$ cat src/rtl/hazard_ctrl.sv
// Pipeline hazard and sequencing controller for the 5-stage core.
// Resolves, in priority order: EX redirects, multi-cycle MDU ops, load-use
// hazards and instruction-memory wait states. The stall, flush and redirect
// controls are combinational and take effect in the same cycle. Saturating
// perf counters track stall cycles and redirect-caused flushes.
//
// Ports:
//   clk, rst          core clock; asynchronous active-low reset
//   id_rs1/id_rs2     source indices of the ID instruction, with use flags
//   ex_rd/ex_mem_read destination and load flag of the EX instruction
//   ex_redirect(_pc)  taken branch/jump resolved in EX, and its target
//   mdu_start/done    multi-cycle mul/div launch and completion
//   imem_ready        fetch data returned this cycle
//   pc_*, if_id_*, id_ex_*  stall/flush/redirect controls
//   stall_cycles      cycles with pc_stall=1
//   flush_count       redirect-caused IF/ID flush cycles
module hazard_ctrl #(
  parameter int unsigned PERF_W = 32
) (
  input  logic              clk,
  input  logic              rst,
  input  logic [4:0]        id_rs1,
  input  logic [4:0]        id_rs2,
  input  logic              id_use_rs1,
  input  logic              id_use_rs2,
  input  logic [4:0]        ex_rd,
  input  logic              ex_mem_read,
  input  logic              ex_redirect,
  input  logic [31:0]       ex_redirect_pc,
  input  logic              mdu_start,
  input  logic              mdu_done,
  input  logic              imem_ready,
  output logic              pc_stall,
  output logic              pc_redirect,
  output logic [31:0]       redirect_pc,
  output logic              if_id_stall,
  output logic              if_id_flush,
  output logic              id_ex_stall,
  output logic              id_ex_flush,
  output logic [PERF_W-1:0] stall_cycles,
  output logic [PERF_W-1:0] flush_count
);

  localparam int unsigned PC_W = 32;

  typedef enum logic [1:0] {
    RUN        = 2'd0,
    MDU_BUSY   = 2'd1,
    FETCH_WAIT = 2'd2
  } state_t;

  state_t          state, state_nxt;
  logic            drop_next, drop_next_nxt;
  logic [PC_W-1:0] pend_pc, pend_pc_nxt;

  logic            lu;
  logic            pc_stall_raw, pc_redirect_raw;
  logic            if_id_stall_raw, if_id_flush_raw;
  logic            id_ex_stall_raw, id_ex_flush_raw;
  logic [PC_W-1:0] redirect_pc_raw;
  logic            flush_inc;

  // Load-use hazard: ID reads the register the EX load is about to write.
  assign lu = ex_mem_read && (ex_rd != 5'd0) &&
              ((id_use_rs1 && (id_rs1 == ex_rd)) ||
               (id_use_rs2 && (id_rs2 == ex_rd)));

  // State register and pending-redirect holding registers.
  always_ff @(posedge clk or negedge rst) begin
    if (!rst) begin
      state     <= RUN;
      drop_next <= 1'b0;
      pend_pc   <= '0;
    end else begin
      state     <= state_nxt;
      drop_next <= drop_next_nxt;
      pend_pc   <= pend_pc_nxt;
    end
  end

  // Next-state and raw control decode.
  always_comb begin
    state_nxt       = state;
    drop_next_nxt   = drop_next;
    pend_pc_nxt     = pend_pc;
    pc_stall_raw    = 1'b0;
    pc_redirect_raw = 1'b0;
    if_id_stall_raw = 1'b0;
    if_id_flush_raw = 1'b0;
    id_ex_stall_raw = 1'b0;
    id_ex_flush_raw = 1'b0;
    redirect_pc_raw = '0;
    flush_inc       = 1'b0;

    unique case (state)
      RUN: begin
        if (ex_redirect) begin
          pc_redirect_raw = 1'b1;
          redirect_pc_raw = ex_redirect_pc;
          if_id_flush_raw = 1'b1;
          id_ex_flush_raw = 1'b1;
          flush_inc       = 1'b1;
          // Fetch for the target cannot start yet; replay it when imem returns.
          if (!imem_ready) begin
            drop_next_nxt = 1'b1;
            pend_pc_nxt   = ex_redirect_pc;
            state_nxt     = FETCH_WAIT;
          end
        end else if (mdu_start && !mdu_done) begin
          pc_stall_raw    = 1'b1;
          if_id_stall_raw = 1'b1;
          id_ex_stall_raw = 1'b1;
          state_nxt       = MDU_BUSY;
        end else if (lu) begin
          pc_stall_raw    = 1'b1;
          if_id_stall_raw = 1'b1;
          id_ex_flush_raw = 1'b1;
        end else if (!imem_ready) begin
          pc_stall_raw    = 1'b1;
          if_id_flush_raw = 1'b1;
          state_nxt       = FETCH_WAIT;
        end
      end

      // EX holds the MDU op, so redirects and load-use cannot originate here.
      MDU_BUSY: begin
        if (mdu_done) begin
          state_nxt = RUN;
        end else begin
          pc_stall_raw    = 1'b1;
          if_id_stall_raw = 1'b1;
          id_ex_stall_raw = 1'b1;
        end
      end

      FETCH_WAIT: begin
        if (!imem_ready) begin
          pc_stall_raw    = 1'b1;
          if_id_flush_raw = 1'b1;
          // Latest redirect wins; it is replayed once the fetch completes.
          if (ex_redirect) begin
            drop_next_nxt   = 1'b1;
            pend_pc_nxt     = ex_redirect_pc;
            id_ex_flush_raw = 1'b1;
          end
        end else begin
          state_nxt     = RUN;
          drop_next_nxt = 1'b0;
          if (ex_redirect) begin
            // Redirect arriving on the return cycle supersedes any pending one.
            if_id_flush_raw = 1'b1;
            id_ex_flush_raw = 1'b1;
            pc_redirect_raw = 1'b1;
            redirect_pc_raw = ex_redirect_pc;
            flush_inc       = 1'b1;
          end else if (drop_next) begin
            if_id_flush_raw = 1'b1;
            pc_redirect_raw = 1'b1;
            redirect_pc_raw = pend_pc;
            flush_inc       = 1'b1;
          end
        end
      end

      default: begin
        state_nxt     = RUN;
        drop_next_nxt = 1'b0;
      end
    endcase
  end

  // Outputs forced low during reset; flush overrides stall on the same register.
  assign pc_stall    = rst & pc_stall_raw;
  assign pc_redirect = rst & pc_redirect_raw;
  assign redirect_pc = (rst && pc_redirect_raw) ? redirect_pc_raw : PC_W'(0);
  assign if_id_flush = rst & if_id_flush_raw;
  assign if_id_stall = rst & if_id_stall_raw & ~if_id_flush_raw;
  assign id_ex_flush = rst & id_ex_flush_raw;
  assign id_ex_stall = rst & id_ex_stall_raw & ~id_ex_flush_raw;

  // Saturating performance counters.
  always_ff @(posedge clk or negedge rst) begin
    if (!rst) begin
      stall_cycles <= '0;
      flush_count  <= '0;
    end else begin
      if (pc_stall && (stall_cycles != '1)) begin
        stall_cycles <= stall_cycles + PERF_W'(1);
      end
      if (flush_inc && (flush_count != '1)) begin
        flush_count <= flush_count + PERF_W'(1);
      end
    end
  end

endmodule

$ cat config.mk
export PLATFORM = sky130hd
export DESIGN_NAME = hazard_ctrl
export DESIGN_NICKNAME = d
export VERILOG_FILES = /design/src/rtl/hazard_ctrl.sv
export SDC_FILE = /design/constraint.sdc
export NUM_CORES = 1
export LEC_CHECK = 0
export BUFFER_PORTS_ARGS = -buffer_cell sky130_fd_sc_hd__buf_2
export CAP_MARGIN = 40
export CORE_MARGIN = 2
export CORE_UTILIZATION = 50
export CTS_CLUSTER_DIAMETER = 200
export DETAILED_ROUTE_END_ITERATION = 16
export PLACE_DENSITY = 0.84
export SYNTH_ARGS = -nofsm -noshare
export SYNTH_HDL_FRONTEND = slang
export SYNTH_SLANG_ARGS = --single-unit
$ cat constraint.sdc
create_clock -name clk -period 2.81 [get_ports clk]
set_input_delay 0.1405 -clock clk [delete_from_list [all_inputs] [get_ports clk]]
set_output_delay 0.1405 -clock clk [all_outputs]
set_load 0.02 [all_outputs]
==> reports/metrics.cfg <==
[critical_path]
cp-startpoint=flush_count[14]
required_ns=3.08
arrival_ns=2.68
crit-reg2reg-launch=flush_count[14]
cp-start-kind=flip-flop
ff2ff_path_depth=7
critical_path_class=reg -> reg
cp-end-kind=flip-flop
cp_max_fo=15

[sta]
skew_ns=0.01270
period_share=0.8570
max_clock_freq_mhz=415.3
tns_ns=0
relSlewSlack=0.5817
period_minus_slack_ns=2.408
rsz0062_at_grt=no
layout_setup_ws_ns=0.4019
worstMarginPinSlew_ns=0.6260
whs_ns=0.03276
drv_slew=0
finalSetupViolations=0
hold_violations=0

[synth]
ys.flop_type=dfrtp_1
synth_area_leaders=dfrtp_1, xnor2_1, mux2_2
synth-edff-count=0
synth_top_area_frac=0.4891
synth.distinct_cells=46
syn_inst=449
ys_async_sr_fraction=1.000
syn_area_per_cell_sq_um=11.28
syn-cell-area_sq_um=5065
yosys.area.top_type=dfrtp_1
synth_fp_nets=507
yosysSeqAreaShare=0.4891
yosys_warnings=0
synth-seq-cells=99

[route]
wl_per_cell_um=15.17
vias=4004
ant_nets=0
remaining_drc_errors=0
routed_wl_mm=11.36
drt_iter0_drc=195
viasPerCell=5.346
drt-pass1-iter-count=4

[final_layout]
nets=669
drive_above_1_share=0.3831
layout.cells.non_filler=749
n_fill_cell=797
n_antenna_cell=0
syn_to_final_growth_pct=23.34

[placement]
portBuffers=157
gp_congestion=0.8388
dpl.hpwl_mm=8.559
pre_cts_slack_ns=0.4406
post-place-cells=732

[die]
core-area_sq_um=9819
die_area_sq_um=10950
io_pins=158
die-width_um=104.6
die_y_um=104.6
start_util=0.5158
row_count=36

[clock_network]
path_clk_slew_ns=0.10
cts_sinks=99
clockRootBuffer=clkbuf_8
insertion_delay_ns=0.35
tritoncts=done
cts_buffers=9
htreeDepth=3
clock_path_buffers=2
cts_resized=0

[power]
p_leak_nw=3.146
power_density_nw_per_um2=554.7
peakVddDrop_mv=0.3749

[hold_path]
hold-path-cell-count=2
hold_class=in -> reg
hold_start=ex_redirect_pc[5]

[global_routing]
overflow=0
grt.total_usage=0.2117
grt_pass1_vias=3947
grt_pass1_wl_mm=19.18
antenna_found_initial=1
grt_max_degree=70

[status]
status=complete, no violations

[flow_run]
max-cap-violations=0

## power by group
| part | leakage [nW] | internal, W | switching, W | total, W |
|---|---|---|---|---|
| registers | 1.28 | 0.00159 | 0.000168 | 0.00176 |
| logic | 1.77 | 0.000328 | 0.000438 | 0.000767 |
| clock network | 0.0971 | 0.000445 | 0.000497 | 0.000943 |
| total | 3.15 | 0.00236 | 0.00110 | 0.00347 |
## synthesized netlist by cell type, types with 2 or more instances
cell      instances
a211oi_1          2
a21o_1            2
and3_1           13
and4_1            4
buf_1             3
buf_2             5
buf_6             2
clkbuf_1          5
dfrtp_1          99
ha_1              2
inv_1             6
mux2_2           34
mux2i_1          32
nand2_1          21
nand2b_1          5
nand3_1          34
nand4_1          23
nand4_2           2
nor2_1           46
nor2b_1           4
nor3_1            6
nor3_2            3
nor4_4            2
o21a_1            2
o21ai_0           2
xnor2_1          56
xor2_1           15
## path summary, 6_finish.rpt
check,to,slack [ns]
max reg2reg,flush_count[17],0.40
max in group asynchronous,flush_count[6],1.54
min,pend_pc[5],0.03
max,flush_count[17],0.40
min in group asynchronous,state[1],0.17
min reg2reg,flush_count[19],0.50
## layout by cell type (no fill, tap or decap), drive strengths merged, types with 9 or more instances in the layout
master	Yosys	routed
buf	10	165
dfrtp	99	99
xnor2	56	56
nor2	47	47
nand3	35	35
mux2	34	34
mux2i	32	32
nand4	25	25
nand2	21	21
xor2	15	15
and3	14	14
clkbuf	5	10
nor3	9	9
## critical path: stages, from the launching register on
cell     delay [ns]
dfrtp_1        0.46
and4_1         0.25
and3_2         0.25
nand3_2        0.14
o31a_1         0.50
and4b_4        0.38
nand4_1        0.14
xnor2_1        0.20
## cell type report
cell class | count | area (sq um) | area share
Clock buffer | 10 | 137.6 | 0.02203
Inverter | 6 | 22.52 | 0.003605
Timing Repair Buffer | 166 | 878.3 | 0.1406
Sequential cell | 99 | 2477 | 0.3966
Clock inverter | 6 | 72.57 | 0.01162
Multi-Input combinational cell | 329 | 2492 | 0.3990
Tap cell | 133 | 166.4 | 0.02664
## kinds of logic (layout without fill, tap and decap cells)
| kind of cell | count (synthesis) | after routing | share of synthesized area |
|---|---|---|---|
| AND/OR/NAND/NOR | 173 | 173 | 0.1905 |
| flip-flops | 99 | 99 | 0.4891 |
| XOR/XNOR | 71 | 71 | 0.1228 |
| multiplexers | 66 | 66 | 0.1388 |
| buffers and inverters | 21 | 188 | 0.01976 |
| AO/OA/AOI/OAI | 17 | 17 | 0.03409 |
| adder cells (fa/ha/maj) | 2 | 2 | 0.004940 |
## flip-flops by register name (all words and copies together) (netlist names)
register      flops
state             2
flush_count      32
pend_pc          32
drop_next         1
stall_cycles     32
## stage by stage
step	area [sq um]	power, W	utilization
floorplan	5065	0.002246	-
global placement	6000	0.002510	0.6110
detailed placement	6027	0.002556	0.6138
CTS	6247	0.003508	0.6362
global route	6247	0.003667	0.6362
finish	6247	0.003466	0.6362
## routing by layer
layer / part of all wire / track usage / up-vias
met2: 0.50 / 0.3632 / 138
met3: 0.061 / 0.04055 / 19
met1: 0.42 / 0.2702 / 1950
met5: 0 / 0 / -
met4: 0.018 / 0.06952 / 0
li1: - / - / 1897
## timing repair
item,CTS,global route
hold endpoints to repair,26,0
hold buffers,1,0
buffers inserted,0,0
No activity file was read; power rests on OpenSTA's default activity.
